<file path="src/rtl/arm1_pkg.sv">
// arm1_pkg: shared opcodes, output-port state encoding and default data width
// for the ARM1 output-port stage.
`default_nettype none

package arm1_pkg;

  localparam logic [3:0] OP_OUT      = 4'b1010;
  localparam logic [3:0] OP_HLT      = 4'b1111;
  localparam int         ARM1_DATA_W = 8;

  typedef enum logic [1:0] {
    RUN   = 2'd0,
    FLUSH = 2'd1,
    DONE  = 2'd2
  } out_state_e;

endpackage

`default_nettype wire

</file>
<file path="src/rtl/arm1_sync_fifo.sv">
// arm1_sync_fifo: power-of-two circular buffer with full/empty flags.
// Storage is deliberately unreset; only pointers and count are cleared.
`default_nettype none

module arm1_sync_fifo #(
  parameter int DATA_W = 8,
  parameter int DEPTH  = 4
) (
  input  logic              clk,
  input  logic              rst,
  input  logic              i_push,
  input  logic              i_pop,
  input  logic [DATA_W-1:0] i_wdata,
  output logic [DATA_W-1:0] o_rdata,
  output logic              o_full,
  output logic              o_empty
);

  localparam int c_ADDR_W = $clog2(DEPTH);
  localparam int c_CNT_W  = c_ADDR_W + 1;
  localparam logic [c_CNT_W-1:0] c_FULL = c_CNT_W'(DEPTH);

  logic [DATA_W-1:0]   r_mem [DEPTH];
  logic [c_ADDR_W-1:0] r_wr_ptr;
  logic [c_ADDR_W-1:0] r_rd_ptr;
  logic [c_CNT_W-1:0]  r_count;
  logic                w_do_push;
  logic                w_do_pop;

  assign o_full    = (r_count == c_FULL);
  assign o_empty   = (r_count == '0);
  assign w_do_pop  = i_pop && !o_empty;
  // A push into a full buffer is allowed only when the head leaves this cycle.
  assign w_do_push = i_push && (!o_full || w_do_pop);
  assign o_rdata   = r_mem[r_rd_ptr];

  always_ff @(posedge clk) begin
    if (w_do_push) r_mem[r_wr_ptr] <= i_wdata;
  end

  always_ff @(posedge clk or posedge rst) begin
    if (rst) begin
      r_wr_ptr <= '0;
      r_rd_ptr <= '0;
      r_count  <= '0;
    end else begin
      if (w_do_push) r_wr_ptr <= r_wr_ptr + 1'b1;
      if (w_do_pop)  r_rd_ptr <= r_rd_ptr + 1'b1;
      case ({w_do_push, w_do_pop})
        2'b10:   r_count <= r_count + 1'b1;
        2'b01:   r_count <= r_count - 1'b1;
        default: r_count <= r_count;
      endcase
    end
  end

endmodule

`default_nettype wire

</file>
<file path="src/rtl/arm1_out_port.sv">
// arm1_out_port: buffers core OUT writes and drains them over valid/ready,
// tracking HLT to report drained. Optional word_count via ARM1_OUT_COUNT_EN.
`default_nettype none

module arm1_out_port
  import arm1_pkg::*;
#(
  parameter int DATA_W = ARM1_DATA_W,
  parameter int DEPTH  = 4
) (
  input  logic              clk,
  input  logic              reset,
  input  logic              out_we,
  input  logic [DATA_W-1:0] out_data,
  input  logic              halted,
  output logic              stall,
  output logic              m_valid,
  output logic [DATA_W-1:0] m_data,
  input  logic              m_ready,
  output logic              overflow,
  output logic              drained
`ifdef ARM1_OUT_COUNT_EN
  ,
  output logic [15:0]       word_count
`endif
);

  out_state_e r_state;
  out_state_e w_state_next;
  logic       r_overflow;
  logic       w_full;
  logic       w_empty;
  logic       w_pop;
  logic       w_push;
  logic       w_drop;

  assign w_pop  = !w_empty && m_ready;
  assign w_push = out_we && (r_state == RUN) && (!w_full || w_pop);
  assign w_drop = out_we && !w_push;

  arm1_sync_fifo #(
    .DATA_W (DATA_W),
    .DEPTH  (DEPTH)
  ) u_fifo (
    .clk     (clk),
    .rst     (reset),
    .i_push  (w_push),
    .i_pop   (w_pop),
    .i_wdata (out_data),
    .o_rdata (m_data),
    .o_full  (w_full),
    .o_empty (w_empty)
  );

  assign stall    = w_full;
  assign m_valid  = !w_empty;
  assign overflow = r_overflow;
  assign drained  = (r_state == DONE);

  always_ff @(posedge clk or posedge reset) begin
    if (reset) begin
      r_state    <= RUN;
      r_overflow <= 1'b0;
    end else begin
      r_state <= w_state_next;
      if (w_drop) r_overflow <= 1'b1;
    end
  end

  always_comb begin
    w_state_next = r_state;
    case (r_state)
      RUN:     if (halted)  w_state_next = FLUSH;
      FLUSH:   if (w_empty) w_state_next = DONE;
      DONE:    w_state_next = DONE;
      default: w_state_next = RUN;
    endcase
  end

`ifdef ARM1_OUT_COUNT_EN
  logic [15:0] r_word_count;

  always_ff @(posedge clk or posedge reset) begin
    if (reset)      r_word_count <= '0;
    else if (w_pop) r_word_count <= r_word_count + 16'd1;
  end

  assign word_count = r_word_count;
`else
  // Delivery counter not built in this configuration.
`endif

endmodule

`default_nettype wire

</file>
<file path="config.mk">
export PLATFORM = sky130hd
export DESIGN_NAME = arm1_out_port
export DESIGN_NICKNAME = d
export VERILOG_FILES = /design/src/rtl/arm1_pkg.sv /design/src/rtl/arm1_sync_fifo.sv /design/src/rtl/arm1_out_port.sv
export SDC_FILE = /design/constraint.sdc
export NUM_CORES = 1
export LEC_CHECK = 0
export BUFFER_PORTS_ARGS = -buffer_cell sky130_fd_sc_hd__buf_2
export CAP_MARGIN = 20
export CORE_UTILIZATION = 50
export DETAILED_ROUTE_END_ITERATION = 6
export PLACE_DENSITY_LB_ADDON = 0.25
export SETUP_SLACK_MARGIN = 0.02
export SLEW_MARGIN = 5
export SYNTH_ARGS = -nofsm -noshare
export SYNTH_HDL_FRONTEND = slang
export SYNTH_HIERARCHICAL = 1
export SYNTH_SLANG_ARGS = --single-unit
</file>
<file path="constraint.sdc">
create_clock -name clk -period 2.4 [get_ports clk]
set_clock_uncertainty 0.1 [all_clocks]
set_input_delay 0 -clock clk [delete_from_list [all_inputs] [get_ports clk]]
set_output_delay 0 -clock clk [all_outputs]
set_load 0.02 [all_outputs]
</file>
Word level (Yosys, flattened, before mapping)
Memories as Yosys holds them, arrays and structs flattened. Cells that the tools add are included.

Word-level logic and storage cells: 38. Output and inout bits: 12. Memory bits (writable): 32. Bits in registers: 10. Input port bits: 13. Memories kept: 1.

Memories: u_fifo.r_mem (depth 4, bits a word 8, read ports 1, clocked after memory_dff 0, write ports 1, line arm1_sync_fifo.sv:23) `logic [DATA_W-1:0] r_mem [DEPTH];`.

Reduce and logical (&&, ||, !) cells: 15. Multiplexer cells: 6. Equality and inequality tests: 7. Add/subtract/negate cells: 4.

Operators with widths (count): 1-bit logical AND (6); 2-bit one-hot mux with 3 select lines (1); 3-bit one-hot mux with 2 select lines (1); 2-bit by 1-bit adder with 2-bit output (second input constant) (2); 2-bit by 1-bit == test with 1-bit output (second input constant) (2); 2-bit == test (second input constant) (2); 2-bit 2-to-1 mux (2); 3-bit by 1-bit adder with 3-bit output (second input constant) (1); 3-bit == test (second input constant) (1); 1-bit zero test (3); 3-bit zero test (1); 3-bit by 1-bit subtractor with 3-bit output (second input constant) (1); 2-bit zero test (1); 1-bit logical OR (2); 1-bit 2-to-1 mux (2); 2-bit by 1-bit != test with 1-bit output (second input constant) (1); 2-bit != test (second input constant) (1); 2-bit AND reduction (1); 2-bit nonzero test (1).

Logic depth before layout (Yosys ltp)
Gate-level depths: netlist of run 1.

Word-level depth: 8. Mapped depth: 13. Depth with buffers taken out: 13.

Cells and area by module
The synthesis of run 1 kept the hierarchy.

By module, submodules not included: arm1_sync_fifo (cells an instance 81, area an instance 1591.5 µm², sequential area each 1136.1 µm², times used 1); arm1_out_port (cells an instance 21, area an instance 214.0 µm², sequential area each 75.1 µm², times used 1).

Worst setup path after synthesis of run 1
No wires, ideal clock.

Path type: flip-flop to flip-flop. From: register u_fifo.r_count[0]. To: register u_fifo.r_count[2]. Period minus slack after synthesis: 2.622 ns. Cell stages (with the launch flop): 14. Data arrival time: 2.442 ns. Setup time: 0.079 ns. Path slack: -0.222 ns. Cells stage by stage: dfrtp_1 > or3b_1 > inv_1 > inv_1 > o21ai_0 > nor2_1 > o21a_4 > inv_1 > ha_1 > inv_1 > fa_1 > xor2_1 > nor2_1 > xor2_1.

RTL lines: start, declared (line arm1_sync_fifo.sv:26) `logic [c_CNT_W-1:0] r_count;`; start signal, assigned (line arm1_sync_fifo.sv:50) `2'b10: r_count <= r_count + 1'b1;`; start signal, assigned (line arm1_sync_fifo.sv:51) `2'b01: r_count <= r_count - 1'b1;`; start signal, assigned (line arm1_sync_fifo.sv:52) `default: r_count <= r_count;`; 3-bit == test (*) (line arm1_sync_fifo.sv:30) `assign o_full = (r_count == c_FULL);`; net stall (line arm1_out_port.sv:16) `output logic stall,`; 1-bit zero test (*) (line arm1_out_port.sv:38) `assign w_push = out_we && (r_state == RUN) && (!w_full || w_pop);`; 1-bit logical OR (*) (line arm1_out_port.sv:38); 1-bit logical AND (*) (line arm1_out_port.sv:38); net w_push (line arm1_out_port.sv:34) `logic w_push;`; 1-bit logical AND (*) (line arm1_sync_fifo.sv:34) `assign w_do_push = i_push && (!o_full || w_do_pop);`; 2-bit by 1-bit == test with 1-bit output / 2-bit == test (equally long branches) (line arm1_sync_fifo.sv:49) `case ({w_do_push, w_do_pop})`; 3-bit one-hot mux with 2 select lines / 2-bit nonzero test (equally long branches).

Mark *: on every way through the listed nets, which the timed path passes. The rest lies on a longest branch. A chain may end at the register's enable or synchronous reset.

Final worst setup path of run 1
From: register u_fifo.r_count[0]. To: register u_fifo.r_count[2].

Cells in the longest elaborated chain, start to end: 8.

Ends and longest elaborated chain: 3-bit zero test (line arm1_sync_fifo.sv:31) `assign o_empty = (r_count == '0);`; 1-bit zero test (line arm1_out_port.sv:37) `assign w_pop = !w_empty && m_ready;`; 1-bit logical AND (line arm1_out_port.sv:37); 1-bit logical OR (*) (line arm1_out_port.sv:38); 1-bit logical AND (*) (line arm1_out_port.sv:38); net w_push (line arm1_out_port.sv:34); 1-bit logical AND (*) (line arm1_sync_fifo.sv:34); 2-bit by 1-bit == test with 1-bit output / 2-bit == test (equally long branches) (line arm1_sync_fifo.sv:49); 3-bit one-hot mux with 2 select lines / 2-bit nonzero test (equally long branches).

Marks and branches as above.

==> impl_metrics.yaml, run 1 <==
critical_path:
  required_ns: 2.59
  r2r_end: "u_fifo/r_count[2]$_DFFE_PP0P_"
  cp_num_buf_inv: 4
  start_kind: "flop"
  r2r-start: "u_fifo/r_count[0]$_DFFE_PP0P_"
  critPathMaxStageDelay_ns: 0.44
  crit_type: "reg -> reg"
  crit_start: "u_fifo/r_count[0]$_DFFE_PP0P_"
  crit_path_max_fanout: 4
  cpMostUsedCell: "inv_2"
  slowest_stage: "dfrtp_1"
  worstRegToRegCells: 13
  crit_chain: "or3b_4 -> inv_4 -> inv_2 -> o21ai_2 -> nor2_1 -> o21a_4 -> inv_2 -> ha_4 -> inv_2 -> fa_2 -> xor2_1 -> nor2_1 -> xor2_1"
  cp.depth: 13
  endpoint_kind: "flop"
  critPathTopFamily: "simple AND/OR/NAND/NOR gates"
  cp.arrival_ns: 2.60
  reg2reg_slack_ns: -0.009
power_and_ir_drop:
  switchingPower_w: 0.000894
  seqPwrFrac: 0.430
  power.internal_w: 0.00164
  pwr-share-comb: 0.441
  p_clk_frac: 0.129
  leakage_nw: 0.913
  p_per_area_nw_per_um2: 1130
  p_sw_frac: 0.353
  ir_drop_mv: 0.705
detailed_routing:
  num_vias: 1000
  via_per_inst: 5.00
  ant_nets: 0
  drc: 0
  wire_per_inst_microns: 15.3
  drt-total-wl_microns: 3070
  drt_iter0_drc: 34
  drtPass1Iterations: 4
sta:
  fmax_ghz: 0.415
  maxSlewViolCount: 0
  final.period_utilization: 1.00
  rsz0062_at_grt: "true"
  setup_tns_ns: -0.00918
  finalSetupViolCount: 1
  max-slew-margin-rel: 0.610
  fin_crit_ns: 2.41
  fin_ws_ns: -0.00918
  tightest_slew_ns: 0.586
  holdWs_ns: 0.0263
  hold_viol: 0
synth:
  syn_area_per_cell_sq_um: 17.7
  ys_types: 24
  syn-cell-area_sq_um: 1810
  ys_seq_elements: 42
  synth_warnings: 6
  synthCells: 102
  ys_seq_area_frac: 0.671
  syn_nets: 125
grt:
  antenna_found_initial: 0
  grt_max_degree: 14
  grt_pass1_wl_microns: 4710
  grt_use_total: 0.190
  grt_overflow: 0
  grt_pass1_vias: 1061
place:
  place_ws_ns: -0.0713
  dp_hpwl_microns: 2020
  post-place-cells: 173
  gp_congestion: 0.730
  io_buffer_count: 24
  dpl-instance-area_sq_um: 2020
floorplan:
  rows: 21
  die_y_microns: 62.1
  start_util: 0.533
  core_area_sq_um: 3390
  io_pins: 25
  die_area_sq_um: 3860
  die_w_microns: 62.1
final_layout:
  regArea_sq_um: 1210
  layout_commonest_cell: "edfxtp_1"
  finish.cell_count_without_fillers: 200
  multi_input_area_sq_um: 556
  nNetsFinal: 176
  final_area_sq_um: 2250
  drive_gt1_frac: 0.448
  final_cell_mix: "edfxtp_1 (32), buf_2 (24), dlygate4sd3_1 (11), buf_4 (11)"
  nFillCells: 263
  insertedDiodeCount: 0
  area_growth_pct: 24.6
run_status:
  violations: "negative setup slack"
  status: "complete, but fails checks"
clock_network:
  path_clk_slew_ns: 0.12
  cts_tree: "built"
  cts.sinks: 42
  cts_htree_levels: 2
  clockBufferDepth: 2
  cts-root-buf: "clkbuf_4"
  worstSkewPairLatency_ns: 0.36
  cts_made_buffers: 5
worst_hold_path:
  min_path_type: "in -> async"
job:
  max_cap_viol_count: 0
stage by stage:
| step | total power, W | util |
|---|---|---|
| after global routing | 0.00271 | 0.664 |
| after global placement | 0.00205 | 0.596 |
| after floorplan | 0.00184 | - |
| final | 0.00253 | 0.664 |
| after CTS | 0.00254 | 0.661 |
| after detailed placement | 0.00211 | 0.596 |
how the worst max path moves through the flow:
stage                                     to  slack [ns]
2_1_floorplan  u_fifo/r_count[2]$_DFFE_PP0P_        0.01
5_1_grt        u_fifo/r_count[2]$_DFFE_PP0P_       -0.15
3_5_place_dp   u_fifo/r_count[2]$_DFFE_PP0P_       -0.07
3_3_place_gp   u_fifo/r_count[2]$_DFFE_PP0P_        0.03
6_report       u_fifo/r_count[2]$_DFFE_PP0P_      -0.009
4_1_cts        u_fifo/r_count[2]$_DFFE_PP0P_       -0.03
metal layers:
metal | vias to the layer above | track usage | wire length, microns
met2 | 21 | 0.357 | 1790
li1 | 470 | - | -
met4 | 0 | 0.105 | 57
met3 | 6 | 0.0497 | 118
met5 | - | 0 | 0
met1 | 503 | 0.186 | 1100
synthesized netlist by cell type, drive strengths merged:
| master | number | share of area |
|---|---|---|
| a21o | 1 | 0.0042 |
| a22o | 1 | 0.0049 |
| and2 | 4 | 0.017 |
| and2b | 1 | 0.0042 |
| buf | 2 | 0.0048 |
| dfrtp | 10 | 0.14 |
| edfxtp | 32 | 0.53 |
| fa | 1 | 0.011 |
| ha | 9 | 0.062 |
| inv | 15 | 0.031 |
| mux2 | 3 | 0.025 |
| mux2i | 1 | 0.0055 |
| mux4 | 8 | 0.10 |
| nand2 | 1 | 0.0021 |
| nor2 | 2 | 0.0042 |
| nor3 | 1 | 0.0028 |
| o21a | 1 | 0.0083 |
| o21ai | 1 | 0.0028 |
| o31a | 1 | 0.0055 |
| or3b | 1 | 0.0049 |
| xnor2 | 3 | 0.015 |
| xor2 | 3 | 0.015 |
layout make-up:
type / instances / area share
Inverter: 15 / 0.0261
Clock inverter: 3 / 0.00723
Sequential cell: 42 / 0.538
Tap cell: 46 / 0.0256
Timing Repair Buffer: 46 / 0.139
Multi-Input combinational cell: 43 / 0.247
Clock buffer: 5 / 0.0167
power groups by stage:
| stage | clock (W) | combinational (W) | sequential, W |
|---|---|---|---|
| 6_report | 0.000328 | 0.00112 | 0.00109 |
| 5_1_grt | 0.000365 | 0.00123 | 0.00111 |
| 4_1_cts | 0.000341 | 0.00110 | 0.00109 |
| 3_5_place_dp | 0 | 0.00100 | 0.00111 |
| 3_3_place_gp | 0 | 0.000951 | 0.00110 |
| 2_1_floorplan | 0 | 0.000827 | 0.00101 |
tightest hold or removal path: stages:
cell	delay, ns
dlygate4sd3_1	0.54
buf_2	0.13
inv_1	0.22
repair_timing:
action | 4_1_cts | 5_1_grt
resized for setup | 1 | 0
endpoints found under the setup margin | 1 | 1
setup buffers | 7 | 1
hold buffers | 11 | 0
pin swaps | 7 | 5
hold endpoints to repair | 43 | 0
sequential cells by signal, indices dropped and copies added, names as in the netlist:
name / count
u_fifo/r_count: 3
u_fifo/r_mem: 32
u_fifo/r_wr_ptr: 2
u_fifo/r_rd_ptr: 2
r_state: 2
overflow: 1
kinds of logic after synthesis:
logic type                 synth area share
AOI/OAI and AO/OA                    0.0256
xor gates and xnor gates             0.0291
adders and majority gates            0.0735
buffers and inverters                0.0360
DFF                                   0.671
muxes                                 0.130
and+or+nand+nor                      0.0347
(Power assumes the default switching activity.)
==> run 2, diff against run 1 <==
Settings changed: CORE_UTILIZATION 50 to 55.
Clock period 2.4 ns to 2.6 ns, I/O delays scaled along.
==> impl_metrics.yaml, run 2 (synthesis results as in run 1) <==
run_status:
  status: "completed"
sta:
  max-slew-margin-rel: 0.601
  setup_tns_ns: 0
  fmax_ghz: 0.401
  hold_viol: 0
  finalSetupViolCount: 0
  rsz0062_at_grt: "true"
  tightest_slew_ns: 0.599
  maxSlewViolCount: 0
  final.period_utilization: 0.960
  fin_crit_ns: 2.50
floorplan:
  die_y_microns: 59.3
  io_pins: 25
  die_area_sq_um: 3520
  core_area_sq_um: 3080
  rows: 20
  start_util: 0.587
  die_w_microns: 59.3
detailed_routing:
  wire_per_inst_microns: 15.0
  via_per_inst: 4.93
  drtPass1Iterations: 4
  drt_iter0_drc: 23
  drt-total-wl_microns: 2890
  num_vias: 951
  ant_nets: 0
  drc: 0
final_layout:
  layout_commonest_cell: "edfxtp_1"
  insertedDiodeCount: 0
  area_growth_pct: 23.1
  finish.cell_count_without_fillers: 193
  largestRegisters: "u_fifo/r_mem: 32 flops, u_fifo/r_count: 3 flops"
  drive_gt1_frac: 0.423
  final_cell_mix: "edfxtp_1 (32), buf_2 (24), inv_1 (13), dlygate4sd3_1 (11), dfrtp_1 (10)"
  largest_reg_flops: 32
  nFillCells: 208
  nNetsFinal: 171
  regMostFlops: "u_fifo/r_mem"
critical_path:
  r2r-start: "u_fifo/r_count[1]$_DFFE_PP0P_"
  crit_type: "reg -> reg"
  required_ns: 2.78
  critPathMaxStageDelay_ns: 0.44
  crit_path_max_fanout: 4
  crit_start: "u_fifo/r_count[1]$_DFFE_PP0P_"
  crit_chain: "or3b_4 -> inv_2 -> inv_1 -> o21ai_2 -> nor2_2 -> o21a_4 -> inv_1 -> ha_2 -> inv_1 -> fa_2 -> xor2_1 -> nor2_1 -> xor2_1"
  cp.arrival_ns: 2.67
  start_kind: "flop"
  cp_num_buf_inv: 4
  critPathTopFamily: "simple AND/OR/NAND/NOR gates"
  reg2reg_slack_ns: 0.10
  endpoint_kind: "flop"
  cpMostUsedCell: "inv_1"
  r2r_end: "u_fifo/r_count[2]$_DFFE_PP0P_"
  worstRegToRegCells: 13
  slowest_stage: "dfrtp_1"
clock_network:
  path_clk_slew_ns: 0.11
  cts_tree: "built"
  cts.sinks: 42
  clockBufferDepth: 2
  worstSkewPairLatency_ns: 0.35
  cts-root-buf: "clkbuf_4"
  cts_htree_levels: 2
  cts_made_buffers: 5
grt:
  grt_max_degree: 14
  antenna_found_initial: 0
  grt_pass1_wl_microns: 4580
  grt_pass1_vias: 992
  grt_overflow: 0
  grt_use_total: 0.194
power_and_ir_drop:
  ir_drop_mv: 0.645
  leakage_nw: 0.904
  p_per_area_nw_per_um2: 1050
job:
  max_cap_viol_count: 0
place:
  post-place-cells: 170
  gp_congestion: 0.676
  io_buffer_count: 24
  dp_hpwl_microns: 1840
worst_hold_path:
  min_path_type: "in -> async"
run 2: cell types whose count changed in the layout (fill, tap and decap cells not counted), sizes merged:
cell      before  now
clkinvlp       1    0
buf           35   30
bufinv         0    1
run 2: stage by stage:
step	hold WS (ns)	setup slack (ns)	area, sq um	utilization	power [W]
finish	0.0173	0.104	2220	0.722	0.00234
global route	0.0407	-0.0149	2220	0.722	0.00249
CTS	0.0239	0.0360	2190	0.711	0.00232
detailed placement	-0.210	-0.0495	1990	0.646	0.00188
global placement	-0.218	0.0994	1990	0.646	0.00183
floorplan	-0.346	0.0276	1810	-	0.00165
run 2: timing repair:
action / 4_1_cts / 5_1_grt
hold buffers: 11 / 0
endpoints found under the hold margin: 43 / 0
setup endpoints to repair: 1 / 1
gates resized for setup: 3 / 4
buffers inserted: 1 / 3
cloned: 0 / 0
pin swaps: 0 / 4
run 2: report_power, final:
| group | internal, W | total, W | switching [W] |
|---|---|---|---|
| logic | 0.000489 | 0.000940 | 0.000451 |
| registers | 0.000862 | 0.00100 | 0.000142 |
| clock network | 0.000199 | 0.000399 | 0.000200 |
| total | 0.00155 | 0.00234 | 0.000794 |
run 2: worst max-delay path by stage:
stage                                          endpoint  cells past startpoint
final                     u_fifo/r_count[2]$_DFFE_PP0P_                     13
after global routing      u_fifo/r_count[2]$_DFFE_PP0P_                     13
after CTS                 u_fifo/r_count[2]$_DFFE_PP0P_                     13
after detailed placement  u_fifo/r_count[2]$_DFFE_PP0P_                     13
after global placement    u_fifo/r_count[2]$_DFFE_PP0P_                     13
after floorplan           u_fifo/r_count[2]$_DFFE_PP0P_                     13
run 2: worst reg2reg max path: stages (launching register included):
cell	delay (ns)
dfrtp_1	0.44
or3b_4	0.42
inv_2	0.07
inv_1	0.05
o21ai_2	0.14
nor2_2	0.06
o21a_4	0.12
inv_1	0.05
ha_2	0.17
inv_1	0.05
fa_2	0.33
xor2_1	0.14
nor2_1	0.12
xor2_1	0.16
run 2: cell type report:
type / instances / area [sq um] / area share
clock inverter: 3 / 40.0 / 0.0180
sequential: 42 / 1210 / 0.545
inverter: 15 / 56.3 / 0.0253
tap: 44 / 55.1 / 0.0248
clock buffer: 5 / 37.5 / 0.0169
timing repair buffer: 41 / 275 / 0.124
multi-input combinational: 43 / 548 / 0.246
run 2: metal layers:
layer,routed length [microns],global-route usage,up-vias
li1,-,-,456
met1,1200,0.236,469
met2,1520,0.307,18
met3,105,0.0699,8
met4,72,0.0986,0
met5,0,0,-
